**src/rtl/seq_det_event_logger_if.sv**
```systemverilog
// -----------------------------------------------------------------------------
// seq_det_event_logger_if
//   Valid/ready event port carrying one timestamp per transfer from the event
//   logger (master) to its consumer (slave).
//
// Parameters
//   TS_W       timestamp width in bits
//
// Signals
//   evt_data   TS_W  timestamp at the head of the logger FIFO
//   evt_valid  1     evt_data holds a valid entry
//   evt_ready  1     consumer accepts the head entry this cycle
// -----------------------------------------------------------------------------
interface seq_det_event_logger_if #(
    parameter int TS_W = 16
);
    logic [TS_W-1:0] evt_data;
    logic            evt_valid;
    logic            evt_ready;

    modport master (
        output evt_data,
        output evt_valid,
        input  evt_ready
    );

    modport slave (
        input  evt_data,
        input  evt_valid,
        output evt_ready
    );
endinterface

```
**src/rtl/seq_det_event_logger.sv**
```systemverilog
// -----------------------------------------------------------------------------
// seq_det_event_logger
//   Consumes the yout pulse of the Mealy sequence detector. Every cycle with
//   det_in high is one event: it is stamped with a free-running cycle counter
//   and queued in a FIFO that the consumer drains over a valid/ready port.
//   A saturating event counter and a sticky overflow flag are kept alongside.
//
// Build option
//   SEQ_EVT_IRQ_EN  when defined, adds parameter IRQ_THRESH and output irq: a
//                   single-cycle pulse the cycle after evt_count first equals
//                   IRQ_THRESH, not retriggering until reset/clr.
//
// Parameters
//   TS_W        timestamp width; the stamp counter wraps modulo 2^TS_W
//   DEPTH       FIFO entries, power of two, >= 2
//   CNT_W       width of the saturating event counter
//   IRQ_THRESH  event count that raises irq (SEQ_EVT_IRQ_EN only)
//
// Ports
//   clk         in   rising-edge clock
//   reset_n     in   synchronous reset, active low, overrides all inputs
//   det_in      in   detection pulse from the sequence detector
//   clr         in   synchronous soft clear, same effect as reset
//   evt         master modport: evt_data / evt_valid out, evt_ready in
//   evt_count   out  events seen since reset/clr, saturating
//   fifo_level  out  entries currently held, 0..DEPTH
//   overflow    out  sticky: an event was dropped on a full FIFO
//   irq         out  threshold pulse (SEQ_EVT_IRQ_EN only)
//
// All outputs are registered; det_in and evt_ready only reach flops.
// -----------------------------------------------------------------------------
module seq_det_event_logger #(
    parameter int TS_W  = 16,
    parameter int DEPTH = 8,
    parameter int CNT_W = 16
`ifdef SEQ_EVT_IRQ_EN
    ,
    parameter int IRQ_THRESH = 16
`endif
) (
    input  logic                     clk,
    input  logic                     reset_n,
    input  logic                     det_in,
    input  logic                     clr,
    seq_det_event_logger_if.master   evt,
    output logic [CNT_W-1:0]         evt_count,
    output logic [$clog2(DEPTH):0]   fifo_level,
    output logic                     overflow
`ifdef SEQ_EVT_IRQ_EN
    ,
    output logic                     irq
`endif
);

    localparam int AW = $clog2(DEPTH);
    localparam int LW = AW + 1;

    logic [TS_W-1:0] ts;
    logic [TS_W-1:0] mem [DEPTH];
    logic [AW-1:0]   wr_ptr;
    logic [AW-1:0]   rd_ptr;
    logic [AW-1:0]   rd_next;
    logic            pop;
    logic            full;
    logic            push_ok;
    logic            drop;
    logic [LW-1:0]   level_after_pop;
    logic [LW-1:0]   level_next;
    logic [TS_W-1:0] head_next;

    // Next-state of the FIFO. evt_data is a register, so the value the head
    // will hold after this edge is worked out here from the current contents.
    // NOTE: every signal gets a default at the top of always_comb so no path
    // leaves it unassigned, which would otherwise infer a latch.
    always_comb begin
        pop             = evt.evt_valid && evt.evt_ready;
        full            = (fifo_level == LW'(DEPTH));
        // A pop in the same cycle frees a slot, so a full FIFO still accepts.
        push_ok         = det_in && (!full || pop);
        drop            = det_in && full && !pop;
        level_after_pop = fifo_level - LW'(pop);
        level_next      = level_after_pop + LW'(push_ok);
        rd_next         = rd_ptr + AW'(pop);
        head_next       = '0;
        if (push_ok && (level_after_pop == '0)) begin
            // FIFO is (or becomes) empty: the new stamp goes straight to the
            // head, bypassing the memory it is written into this same edge.
            head_next = ts;
        end else if (level_next != '0) begin
            head_next = mem[rd_next];
        end
    end

    // NOTE: sequential state uses non-blocking assignments only, so every
    // flop samples the pre-edge values regardless of statement order.
    always_ff @(posedge clk) begin
        if (!reset_n || clr) begin
            ts            <= '0;
            wr_ptr        <= '0;
            rd_ptr        <= '0;
            fifo_level    <= '0;
            evt.evt_valid <= 1'b0;
            evt.evt_data  <= '0;
            evt_count     <= '0;
            overflow      <= 1'b0;
        end else begin
            ts            <= ts + TS_W'(1);
            rd_ptr        <= rd_next;
            fifo_level    <= level_next;
            evt.evt_valid <= (level_next != '0);
            evt.evt_data  <= head_next;
            if (push_ok) begin
                wr_ptr <= wr_ptr + AW'(1);
            end
            // Counter tracks every event, including ones dropped on overflow.
            if (det_in && (evt_count != '1)) begin
                evt_count <= evt_count + CNT_W'(1);
            end
            if (drop) begin
                overflow <= 1'b1;
            end
        end
    end

    // NOTE: the storage array has no reset; validity is carried entirely by
    // the pointers and level, and leaving it unreset lets it map onto RAM.
    always_ff @(posedge clk) begin
        if (reset_n && !clr && push_ok) begin
            mem[wr_ptr] <= ts;
        end
    end

`ifdef SEQ_EVT_IRQ_EN
    logic irq_done;

    // Compares the registered count, so the pulse lands the cycle after the
    // count first shows IRQ_THRESH; irq_done blocks any retrigger.
    always_ff @(posedge clk) begin
        if (!reset_n || clr) begin
            irq      <= 1'b0;
            irq_done <= 1'b0;
        end else begin
            irq <= 1'b0;
            if (!irq_done && (evt_count == CNT_W'(IRQ_THRESH))) begin
                irq      <= 1'b1;
                irq_done <= 1'b1;
            end
        end
    end
`endif

endmodule

```
**src/flat_wrapper.sv**
```systemverilog
// flat-port wrapper written by rule: the top's interface ports become plain ports
module seq_det_event_logger_flat 
#(
    parameter int TS_W  = 16,
    parameter int DEPTH = 8,
    parameter int CNT_W = 16

)
  (clk, reset_n, det_in, clr, evt_count, fifo_level, overflow, evt_evt_data, evt_evt_valid, evt_evt_ready);
  seq_det_event_logger_if #(.TS_W(TS_W)) evt_i ();
  input  logic clk;
  input  logic reset_n;
  input  logic det_in;
  input  logic clr;
  output logic [CNT_W-1:0] evt_count;
  output logic [$clog2(DEPTH):0] fifo_level;
  output logic overflow;
  output wire logic [$bits(evt_i.evt_data)-1:0] evt_evt_data;
  output wire logic [$bits(evt_i.evt_valid)-1:0] evt_evt_valid;
  input wire logic [$bits(evt_i.evt_ready)-1:0] evt_evt_ready;
  assign evt_evt_data = evt_i.evt_data;
  assign evt_evt_valid = evt_i.evt_valid;
  assign evt_i.evt_ready = evt_evt_ready;
  seq_det_event_logger #(.TS_W(TS_W), .DEPTH(DEPTH), .CNT_W(CNT_W)) u_core (.clk(clk), .reset_n(reset_n), .det_in(det_in), .clr(clr), .evt(evt_i), .evt_count(evt_count), .fifo_level(fifo_level), .overflow(overflow));
endmodule
```
**config.mk**
```make
export PLATFORM = sky130hd
export DESIGN_NAME = seq_det_event_logger_flat
export DESIGN_NICKNAME = d
export VERILOG_FILES = /design/src/rtl/seq_det_event_logger_if.sv /design/src/rtl/seq_det_event_logger.sv /design/src/flat_wrapper.sv
export SDC_FILE = /design/constraint.sdc
export NUM_CORES = 1
export LEC_CHECK = 0
export BUFFER_PORTS_ARGS = -buffer_cell sky130_fd_sc_hd__buf_2
export CORE_MARGIN = 2
export CORE_UTILIZATION = 60
export CTS_CLUSTER_SIZE = 12
export DETAILED_ROUTE_END_ITERATION = 6
export PLACE_DENSITY = 0.81
export SKIP_CTS_REPAIR_TIMING = 1
export SYNTH_ARGS = -nofsm -noshare
export SYNTH_HDL_FRONTEND = slang
export SYNTH_SLANG_ARGS = --single-unit
```
**constraint.sdc**
```tcl
create_clock -name clk -period 3.3 [get_ports clk]
set_input_delay 0.165 -clock clk [delete_from_list [all_inputs] [get_ports clk]]
set_output_delay 0.165 -clock clk [all_outputs]
set_load 0.02 [all_outputs]
```
==> results.md, run 1 <==
* Status: finished clean
* Syn nets at 481
* P&R area growth vs syn at 14.1%
* Critical Path End Type: register
* Layout cells sized above 1 at 0.257
* Synth Area in Compound Gates at 0.0335
* Cell area after layout at 8490 um2
* Antenna-violating nets left at 0
* Nets at 538
* Kind of critical path: reg2reg
* Clock Power Share at 0.418
* Via count at 4162
* Worst r2r src: u_core.fifo_level[1]
* GRT busiest layer: met2
* Final period utilization at 0.800
* Final GP Congestion at 0.872
* Clock Root Buffer: clkbuf_16
* Die Wd at 115 um
* Seq pwr share at 0.528
* Psw at 0.997 mW
* Mapped Area at 7440 um2
* Final Skew at 0.0105 ns
* First-pass GRT wire length at 22.2 mm
* Period minus WS final at 2.64 ns
* Most frequent cells in the layout: 128 x edfxtp_1, 60 x dfxtp_1, 42 x nor2_1, 42 x buf_2, 32 x mux4_2
* Post-Place Cells at 673
* Vias per cell at 5.90
* Flop-to-flop setup slack at 0.66 ns
* Synth unique cells at 38
* Slew @ Worst Pin at 0.517 ns
* Clock Path Buffers at 2
* Worst min-delay path category: in2reg
* Crit start category: register
* Final TNS setup at 0 ns
* Final std cells w/o fill at 705
* Die ar. at 13300 um2
* CP endpoint: u_core.evt.evt_data[0]
* Synth warnings at 0
* Mux cell area share after synthesis at 0.120
* Ys async rst share at 0
* Normalized max-slew margin at 0.653
* Tot Pwr at 4.79 mW
* Sequential share of the synthesized area at 0.678
* Final setup fails at 0
* R2R depth at 10
* Met3 usage at 0.0490
* H-tree levels at 4
* Syn Inst Count at 467
* Power Internal at 3.80 mW
* Largest net degree at the start of global routing at 39
* Synth Area in Adders at 0.0151
* RR Endpoint: u_core.evt.evt_data[0]
* Num ports at 43
* DP HPWL at 8.32 mm
* # port buffers at 42
* Leak at 3.03 nW
* Peak Freq at 379 MHz
* Reg clk slew, reported paths at 0.06 ns
* CTS tree: done
* Ys flop type: edfxtp_1
* First-iteration detailed-routing DRC count at 378
* RSZ-0062 raised after global routing: no
* Switching Share at 0.208
* Required time of the worst setup path at 3.63 ns
* Power per Cell Area at 565 nW/um2
* Synth Area in XOR/XNOR at 0.0410
* Initial Util at 0.617
* Most common cell after layout, fill and taps aside: edfxtp_1
* DP Area at 7900 um2
* Combinational Power Share at 0.054
* EDFF count, synth at 128
* Wirelength per Cell at 20.2 um
* Antenna violations before repair at 0
* ANT cells at 0
* Avg Cell Area, Syn at 15.9 um2
* Routed WL at 14.2 mm
* Max-slew violations at 0
* Vias in the first global route at 4164
* Latest clock arrival within the worst-skew pair at 0.43 ns
* CTS buffer count at 17
* Core box area at 12100 um2
* Synth Register Bits at 188
* Area share of and/or/nand/nor cells after synthesis at 0.0939
* Crit path from: u_core.fifo_level[1]
* Met2 Usage GRT at 0.374
* Sink Count at 188
* Final Hold Vio Count at 0
* Die boundary height at 115 um
* M1 GR Usage at 0.307
* Crit path arrival time at 2.97 ns
* Largest family of logic cells by synthesized area: multiplexers
* Max Cap Violations at 0
* Tot GR Track Use at 0.229
* Initial DRT Pass Iterations at 5
* Worst vdd ir at 0.000308 V
* Total grt overflow at 0
* DRC viols at 0
* # rows at 40
* Critical Path Fanout Max at 17
-- layout make-up --
cell class / instances / area (um2)
Clock inverter: 10 / 114
Fill cell: 758 / 3570
Multi-Input combinational cell: 251 / 2270
Sequential cell: 188 / 5040
Clock buffer: 22 / 474
Inverter: 8 / 30.0
Timing Repair Buffer: 58 / 343
Tap cell: 168 / 210
-- critical path, cell delays in order, from the launching register on --
cell and delay, ns:
dfxtp_1 0.35, nor4b_1 0.45, a21bo_2 0.28, inv_1 0.12
ha_1 0.24, ha_1 0.19, xnor2_1 0.20, nor3_1 0.06
a21o_1 0.15, buf_4 0.22, o31ai_1 0.27
-- metrics by stage --
| step | worst slack [ns] | utilization | hold WS (ns) |
|---|---|---|---|
| floorplan | 0.505 | - | 0.322 |
| global placement | 0.853 | 0.655 | 0.475 |
| detailed placement | 0.717 | 0.655 | 0.461 |
| CTS | 0.686 | 0.704 | 0.0724 |
| global route | 0.417 | 0.704 | 0.116 |
| finish | 0.660 | 0.704 | 0.0885 |
-- synth_stat cells, drive strengths merged (4+ instances only) --
cell type / instances / share of area
xor2: 20 / 0.024
inv: 8 / 0.0040
edfxtp: 128 / 0.52
mux4: 32 / 0.097
and3: 7 / 0.0059
nand3: 29 / 0.020
nor2: 42 / 0.021
nand2: 8 / 0.0040
o21ai: 4 / 0.0027
nand4: 10 / 0.0084
xnor2: 14 / 0.017
clkbuf: 8 / 0.0040
o31ai: 16 / 0.025
buf: 12 / 0.010
mux2i: 17 / 0.023
dfxtp: 60 / 0.16
and2: 8 / 0.0067
and4: 6 / 0.0071
nor3: 9 / 0.0061
ha: 9 / 0.015
-- sequential cells by signal, indices dropped and copies added (netlist names) --
| register | flops |
|---|---|
| u_core.fifo_level | 4 |
| u_core.wr_ptr | 3 |
| u_core.ts | 16 |
| u_core.evt_count | 16 |
| u_core.overflow | 1 |
| u_core.evt.evt_valid | 1 |
| u_core.rd_ptr | 3 |
| u_core.mem | 128 |
| u_core.evt.evt_data | 16 |
-- worst min-delay path by stage --
| stage | start | endpoint | slack [ns] | cells after the start |
|---|---|---|---|---|
| 2_1_floorplan | det_in | u_core.overflow | 0.32 | 2 |
| 3_3_place_gp | u_core.overflow | u_core.overflow | 0.48 | 2 |
| 3_5_place_dp | u_core.overflow | u_core.overflow | 0.46 | 2 |
| 4_1_cts | det_in | u_core.overflow | 0.07 | 3 |
| 5_1_grt | det_in | u_core.overflow | 0.12 | 3 |
| 6_report | det_in | u_core.overflow | 0.09 | 3 |
-- cells by family (layout without fill, tap and decap cells) --
| kind of cell | count (synthesis) | in the layout |
|---|---|---|
| AOI/OAI and AO/OA | 27 | 27 |
| and+or+nand+nor | 132 | 132 |
| DFF | 188 | 188 |
| buffers and inverters | 28 | 98 |
| adders and majority gates | 9 | 9 |
| muxes | 49 | 49 |
| xor gates and xnor gates | 34 | 34 |
-- power by group through the flow --
stage                     Clock (mW)  Combinational, mW  Sequential, mW
after global routing            2.13              0.278            2.53
final                           2.00              0.257            2.53
after CTS                       2.02              0.261            2.53
after floorplan                    0              0.172            2.60
after detailed placement           0              0.260            2.58
after global placement             0              0.253            2.58
-- routing by layer --
| metal | part of all wire | routed length [um] |
|---|---|---|
| met3 | 0.061 | 866 |
| met2 | 0.51 | 7280 |
| met5 | 0 | 0 |
| met4 | 0.014 | 204 |
| met1 | 0.41 | 5870 |
Note: power is estimated with default switching activity, not from simulation.
==> inputs of run 2 (changes only) <==
--- a/config.mk
+++ b/config.mk
@@ -7,10 +7,10 @@
 export LEC_CHECK = 0
 export BUFFER_PORTS_ARGS = -buffer_cell sky130_fd_sc_hd__buf_2
 export CORE_MARGIN = 2
-export CORE_UTILIZATION = 60
+export CORE_UTILIZATION = 54
 export CTS_CLUSTER_SIZE = 12
 export DETAILED_ROUTE_END_ITERATION = 6
-export PLACE_DENSITY = 0.81
+export PLACE_DENSITY = 0.77
 export SKIP_CTS_REPAIR_TIMING = 1
 export SYNTH_ARGS = -nofsm -noshare
 export SYNTH_HDL_FRONTEND = slang
==> constraint.sdc (replaced) <==
create_clock -name clk -period 2.25 [get_ports clk]
set_input_delay 0.1125 -clock clk [delete_from_list [all_inputs] [get_ports clk]]
set_output_delay 0.1125 -clock clk [all_outputs]
set_load 0.02 [all_outputs]
==> results.md, run 2 (same netlist as run 1, synthesis figures left out) <==
* Final Skew at 0.00632 ns (was 0.0105 ns)
* Slowest stage delay, CP at 0.33 ns (was 0.45 ns)
* Sink Count at 188 (unchanged)
* Normalized max-slew margin at 0.691 (was 0.653)
* Register area at 5050 um2 (was 5040 um2)
* Tot GR Track Use at 0.221 (was 0.229)
* DRC viols at 0 (unchanged)
* CP Cell Sequence: nand2_2 > inv_1 > ha_1 > ha_4 > xnor2_2 > buf_4 > xnor2_2 > nor3_2 > a21o_2 > clkbuf_16 > o31ai_2 (was nor4b_1 > a21bo_2 > inv_1 > ha_1 > ha_1 > xnor2_1 > nor3_1 > a21o_1 > buf_4 > o31ai_1)
* Crit path from: u_core.evt.evt_valid (was u_core.fifo_level[1])
* Required time of the worst setup path at 2.59 ns (was 3.63 ns)
* Total grt overflow at 0 (unchanged)
* Antenna-violating nets left at 0 (unchanged)
* Fillers at 922 (was 758)
* Number of flip-flops under the largest register name at 128 (unchanged)
* Via count at 4248 (was 4162)
* Final TNS setup at 0 ns (unchanged)
* Multi-input combinational cell area at 2400 um2 (was 2270 um2)
* Leak at 3.32 nW (was 3.03 nW)
* Peak Freq at 446 MHz (was 379 MHz)
* Clock Path Buffers at 2 (unchanged)
* Final period utilization at 0.996 (was 0.800)
* Status: finished clean (unchanged)
* Critical path's most frequent cell: xnor2_2 (was ha_1)
* P&R area growth vs syn at 20.6% (was 14.1%)
* Initial Util at 0.557 (was 0.617)
* Vias per cell at 5.81 (was 5.90)
* Psw at 1.57 mW (was 0.997 mW)
* Power Internal at 5.70 mW (was 3.80 mW)
* CP max-delay cell: dfxtp_1 (was nor4b_1)
* Most common cell after layout, fill and taps aside: edfxtp_1 (unchanged)
* Flop-to-flop setup slack at 0.01 ns (was 0.66 ns)
* CTS tree: done (unchanged)
* Worst r2r src: u_core.evt.evt_valid (was u_core.fifo_level[1])
* DP HPWL at 8.84 mm (was 8.32 mm)
* # port buffers at 42 (unchanged)
* Max Cap Violations at 0 (unchanged)
* Post-layout util at 0.672 (was 0.704)
* Wirelength per Cell at 21.4 um (was 20.2 um)
* Slew @ Worst Pin at 0.463 ns (was 0.517 ns)
* ANT cells at 0 (unchanged)
* Crit path arrival time at 2.58 ns (was 2.97 ns)
* # rows at 42 (was 40)
* Crit start category: register (unchanged)
* Max-slew violations at 0 (unchanged)
* Most frequent cells in the layout: 128 x edfxtp_1, 57 x dfxtp_1, 42 x buf_2, 41 x nor2_1, 32 x mux4_2 (was 128 x edfxtp_1, 60 x dfxtp_1, 42 x nor2_1, 42 x buf_2, 32 x mux4_2)
* Reg clk slew, reported paths at 0.07 ns (was 0.06 ns)
* RR Endpoint: u_core.evt.evt_data[2] (was u_core.evt.evt_data[0])
* Switching Share at 0.216 (was 0.208)
* Die Wd at 121 um (was 115 um)
* Die ar. at 14700 um2 (was 13300 um2)
* Period minus WS final at 2.24 ns (was 2.64 ns)
* Register name with the most flops: u_core.mem (unchanged)
* Initial DRT Pass Iterations at 5 (unchanged)
* Layout cells sized above 1 at 0.315 (was 0.257)
* Final std cells w/o fill at 731 (was 705)
* Kind of critical path: reg2reg (unchanged)
* Num ports at 43 (unchanged)
* Routed WL at 15.7 mm (was 14.2 mm)
* Combinational Power Share at 0.069 (was 0.054)
* Latest clock arrival within the worst-skew pair at 0.43 ns (about the same)
* Core box area at 13300 um2 (was 12100 um2)
* CP endpoint: u_core.evt.evt_data[2] (was u_core.evt.evt_data[0])
* Worst vdd ir at 0.000497 V (was 0.000308 V)
* H-tree levels at 4 (unchanged)
* R2R depth at 11 (was 10)
* Worst min-delay path category: in2reg (unchanged)
* Antenna violations before repair at 0 (unchanged)
* First-iteration detailed-routing DRC count at 413 (was 378)
* Final setup fails at 0 (unchanged)
* Seq pwr share at 0.511 (was 0.528)
* Final Hold Vio Count at 0 (unchanged)
* Nets at 556 (was 538)
* Critical Path End Type: register (unchanged)
* Clock Power Share at 0.420 (was 0.418)
* Largest net degree at the start of global routing at 39 (unchanged)
* Clock Root Buffer: clkbuf_16 (unchanged)
* Critical Path Fanout Max at 8 (was 17)
* Post-Place Cells at 690 (was 673)
* Power per Cell Area at 810 nW/um2 (was 565 nW/um2)
* Vias in the first global route at 4162 (was 4164)
* CTS buffer count at 17 (unchanged)
* Final GP Congestion at 0.818 (was 0.872)
* Die boundary height at 121 um (was 115 um)
* First-pass GRT wire length at 23.5 mm (was 22.2 mm)
[run 2: cell types whose count changed in the layout (fill, tap and decap cells not counted), sizes merged]
cell and change:
buf +16, clkinvlp +4, clkinv -3, bufinv +1
clkbuf -1, inv +1
[run 2: layer usage]
metal	vias to the layer above	wire length [um]	track usage
li1	1939	-	-
met1	2155	6450	0.283
met2	131	8090	0.363
met3	23	826	0.0470
met4	0	287	0.0984
met5	-	0	0
[run 2: worst max-delay path, delay by kind of cell, from the launching register on]
kind,cells,cell delay [ns]
and+or+nand+nor,2,0.17
DFF,1,0.33
AOI/OAI and AO/OA,2,0.49
buffers and inverters,3,0.42
xor gates and xnor gates,2,0.35
adders and majority gates,2,0.40
[run 2: how the worst min path moves through the flow]
| stage | endpoint | slack (ns) | from | cells past startpoint |
|---|---|---|---|---|
| after global routing | u_core.evt_count[2] | 0.07 | det_in | 3 |
| final | u_core.overflow | 0.04 | det_in | 3 |
| after floorplan | u_core.overflow | 0.27 | det_in | 2 |
| after detailed placement | u_core.overflow | 0.48 | det_in | 3 |
| after global placement | u_core.overflow | 0.48 | det_in | 3 |
| after CTS | u_core.overflow | 0.03 | det_in | 3 |
[run 2: per-stage QoR]
stage / worst slack [ns] / instance area (um2) / hold WS, ns / total power [mW]
floorplan: -0.0744 / 7460 / 0.270 / 4.06
global placement: 0.120 / 8140 / 0.476 / 4.18
detailed placement: -0.118 / 8140 / 0.481 / 4.20
CTS: -0.158 / 8750 / 0.0344 / 7.21
global route: -0.0712 / 8970 / 0.0666 / 7.48
finish: 0.00997 / 8970 / 0.0418 / 7.27
[run 2: cell type report]
class	instances	share of cell area
timing repair buffer	76	0.0739
inverter	8	0.00335
clock inverter	13	0.0183
clock buffer	19	0.0494
multi-input combinational	251	0.268
tap	176	0.0245
sequential	188	0.563
[run 2: power by group through the flow]
stage | clock, mW | combinational (mW) | sequential, mW
6_report | 3.05 | 0.505 | 3.71
4_1_cts | 3.08 | 0.411 | 3.71
3_3_place_gp | 0 | 0.395 | 3.79
5_1_grt | 3.23 | 0.536 | 3.71
2_1_floorplan | 0 | 0.251 | 3.81
3_5_place_dp | 0 | 0.410 | 3.79
==> inputs of run 3 (changes only) <==
--- a/config.mk
+++ b/config.mk
@@ -5,11 +5,11 @@
 export SDC_FILE = /design/constraint.sdc
 export NUM_CORES = 1
 export LEC_CHECK = 0
-export BUFFER_PORTS_ARGS = -buffer_cell sky130_fd_sc_hd__buf_2
 export CORE_MARGIN = 2
-export CORE_UTILIZATION = 54
+export CORE_UTILIZATION = 57
 export CTS_CLUSTER_SIZE = 12
 export DETAILED_ROUTE_END_ITERATION = 6
+export DONT_BUFFER_PORTS = 1
 export PLACE_DENSITY = 0.77
 export SKIP_CTS_REPAIR_TIMING = 1
 export SYNTH_ARGS = -nofsm -noshare
==> results.md, run 3 (same netlist as run 1, synthesis figures left out) <==
* Status: finished clean (unchanged)
* Nets at 528 (was 556)
* Setup ws final at 0.0328 ns (was 0.00997 ns)
* CTS buffer count at 17 (unchanged)
* Final setup fails at 0 (unchanged)
* Combinational Power Share at 0.067 (was 0.069)
* First-pass GRT wire length at 23.4 mm (was 23.5 mm)
* Core box area at 12700 um2 (was 13300 um2)
* Vias per cell at 6.02 (was 5.81)
* Wirelength per Cell at 22.8 um (was 21.4 um)
* Required time of the worst setup path at 2.59 ns (about the same)
* P&R area growth vs syn at 17.8% (was 20.6%)
* Seq pwr share at 0.535 (was 0.511)
* Clock Power Share at 0.398 (was 0.420)
* Antenna violations before repair at 0 (unchanged)
* Final Skew at 0.00580 ns (was 0.00632 ns)
* Die Wd at 118 um (was 121 um)
* Period minus WS final at 2.22 ns (was 2.24 ns)
* Via count at 4205 (was 4248)
* Worst vdd ir at 0.000425 V (was 0.000497 V)
* Slew @ Worst Pin at 0.475 ns (was 0.463 ns)
* Latest clock arrival within the worst-skew pair at 0.43 ns (about the same)
* Crit start category: register (unchanged)
* Sink Count at 188 (unchanged)
* Reg clk slew, reported paths at 0.07 ns (about the same)
* Most common cell after layout, fill and taps aside: edfxtp_1 (unchanged)
* Critical Path End Type: register (unchanged)
* Switching Share at 0.222 (was 0.216)
* Max Cap Violations at 0 (unchanged)
* Crit path arrival time at 2.56 ns (was 2.58 ns)
* Power per Cell Area at 797 nW/um2 (was 810 nW/um2)
* Dpl ws at -0.0325 ns (was -0.118 ns)
* Critical Path Fanout Max at 8 (unchanged)
* Num ports at 43 (unchanged)
* Antenna-violating nets left at 0 (unchanged)
* Kind of critical path: reg2reg (unchanged)
* Largest net degree at the start of global routing at 39 (unchanged)
* ANT cells at 0 (unchanged)
* R2R depth at 10 (was 11)
* DP HPWL at 8.79 mm (was 8.84 mm)
* Clock Path Buffers at 2 (unchanged)
* First-iteration detailed-routing DRC count at 439 (was 413)
* Hold Path Depth at 3 (unchanged)
* Post-layout util at 0.692 (was 0.672)
* Die ar. at 14000 um2 (was 14700 um2)
* Initial DRT Pass Iterations at 4 (was 5)
* Peak Freq at 451 MHz (was 446 MHz)
* Tot GR Track Use at 0.227 (was 0.221)
* Max-slew violations at 0 (unchanged)
* Psw at 1.55 mW (was 1.57 mW)
* Vias in the first global route at 4279 (was 4162)
* Die boundary height at 118 um (was 121 um)
* Number of flip-flops under the largest register name at 128 (unchanged)
* Final GP Congestion at 0.830 (was 0.818)
* Final period utilization at 0.985 (was 0.996)
* # rows at 41 (was 42)
* DRC viols at 0 (unchanged)
* Initial Util at 0.587 (was 0.557)
* H-tree levels at 4 (unchanged)
* Register name with the most flops: u_core.mem (unchanged)
* Total grt overflow at 0 (unchanged)
* # port buffers at 0 (was 42)
* Most frequent cells in the layout: 128 x edfxtp_1, 57 x dfxtp_1, 41 x nor2_1, 35 x buf_4, 32 x mux4_2 (was 128 x edfxtp_1, 57 x dfxtp_1, 42 x buf_2, 41 x nor2_1, 32 x mux4_2)
* Clock Root Buffer: clkbuf_16 (unchanged)
* Power Internal at 5.43 mW (was 5.70 mW)
* Worst min-delay path category: in2reg (unchanged)
* Layout cells sized above 1 at 0.277 (was 0.315)
* Leak at 3.14 nW (was 3.32 nW)
* Routed WL at 15.9 mm (was 15.7 mm)
* Final Hold Vio Count at 0 (unchanged)
* Normalized max-slew margin at 0.683 (was 0.691)
* CTS tree: done (unchanged)
==> run 3: cell types whose count changed in the layout (fill, tap and decap cells not counted), moves of 2 or more <==
cell	delta
clkinv_2	+2
buf_4	+16
buf_12	-4
inv_6	-2
buf_2	-42
clkinv_4	+4
bufinv_16	-2
==> run 3: per-layer routing <==
metal  GRT usage  wire length, um  vias to the layer above
li1            -                -                     1886
met1       0.293             6450                     2114
met2       0.370             8090                      166
met3      0.0526              866                       39
met4       0.103              499                        0
met5           0                0                        -
==> run 3: cell type report <==
type                            instances  area (um2)
Timing Repair Buffer                   48         528
Fill cell                             850        3910
Clock buffer                           18         429
Clock inverter                         14         124
Tap cell                              172         215
Sequential cell                       188        5050
Inverter                                8        30.0
Multi-Input combinational cell        251        2390
==> run 3: path summary, 6_finish.rpt <==
check / endpoint / slack [ns] / from
setup / recovery: u_core.evt.evt_data[1] / 0.03 / u_core.fifo_level[0]
setup reg to reg: u_core.evt.evt_data[1] / 0.03 / u_core.fifo_level[0]
hold reg to reg: u_core.wr_ptr[2] / 0.55 / u_core.wr_ptr[2]
hold / removal: u_core.evt_count[1] / 0.05 / det_in
==> run 3: power by group through the flow <==
stage | Clock (mW) | Sequential, mW | Combinational [mW]
finish | 2.78 | 3.74 | 0.470
global route | 2.96 | 3.74 | 0.497
CTS | 2.81 | 3.74 | 0.368
detailed placement | 0 | 3.81 | 0.367
global placement | 0 | 3.81 | 0.353
floorplan | 0 | 3.81 | 0.251
==> run 3: worst max-delay path: stages (launching register included) <==
cell       delay (ns)
dfxtp_4          0.36
nor4b_4          0.27
a21bo_2          0.19
inv_2            0.05
ha_4             0.16
ha_4             0.16
xnor2_2          0.17
nor3_1           0.07
a21o_2           0.29
clkbuf_16        0.20
o31ai_1          0.21
==> run 3: through the flow <==
step | power, mW | cell area [um2] | std cells | hold slack [ns] | setup TNS, ns
5_1_grt | 7.20 | 8770 | 699 | 0.0654 | -0.125
3_3_place_gp | 4.16 | 7980 | 658 | 0.307 | 0
3_5_place_dp | 4.18 | 7980 | 658 | 0.300 | -0.0335
2_1_floorplan | 4.06 | 7460 | 467 | 0.270 | -2.85
4_1_cts | 6.92 | 8540 | 690 | -0.151 | -0.369
6_report | 6.98 | 8770 | 699 | 0.0471 | 0
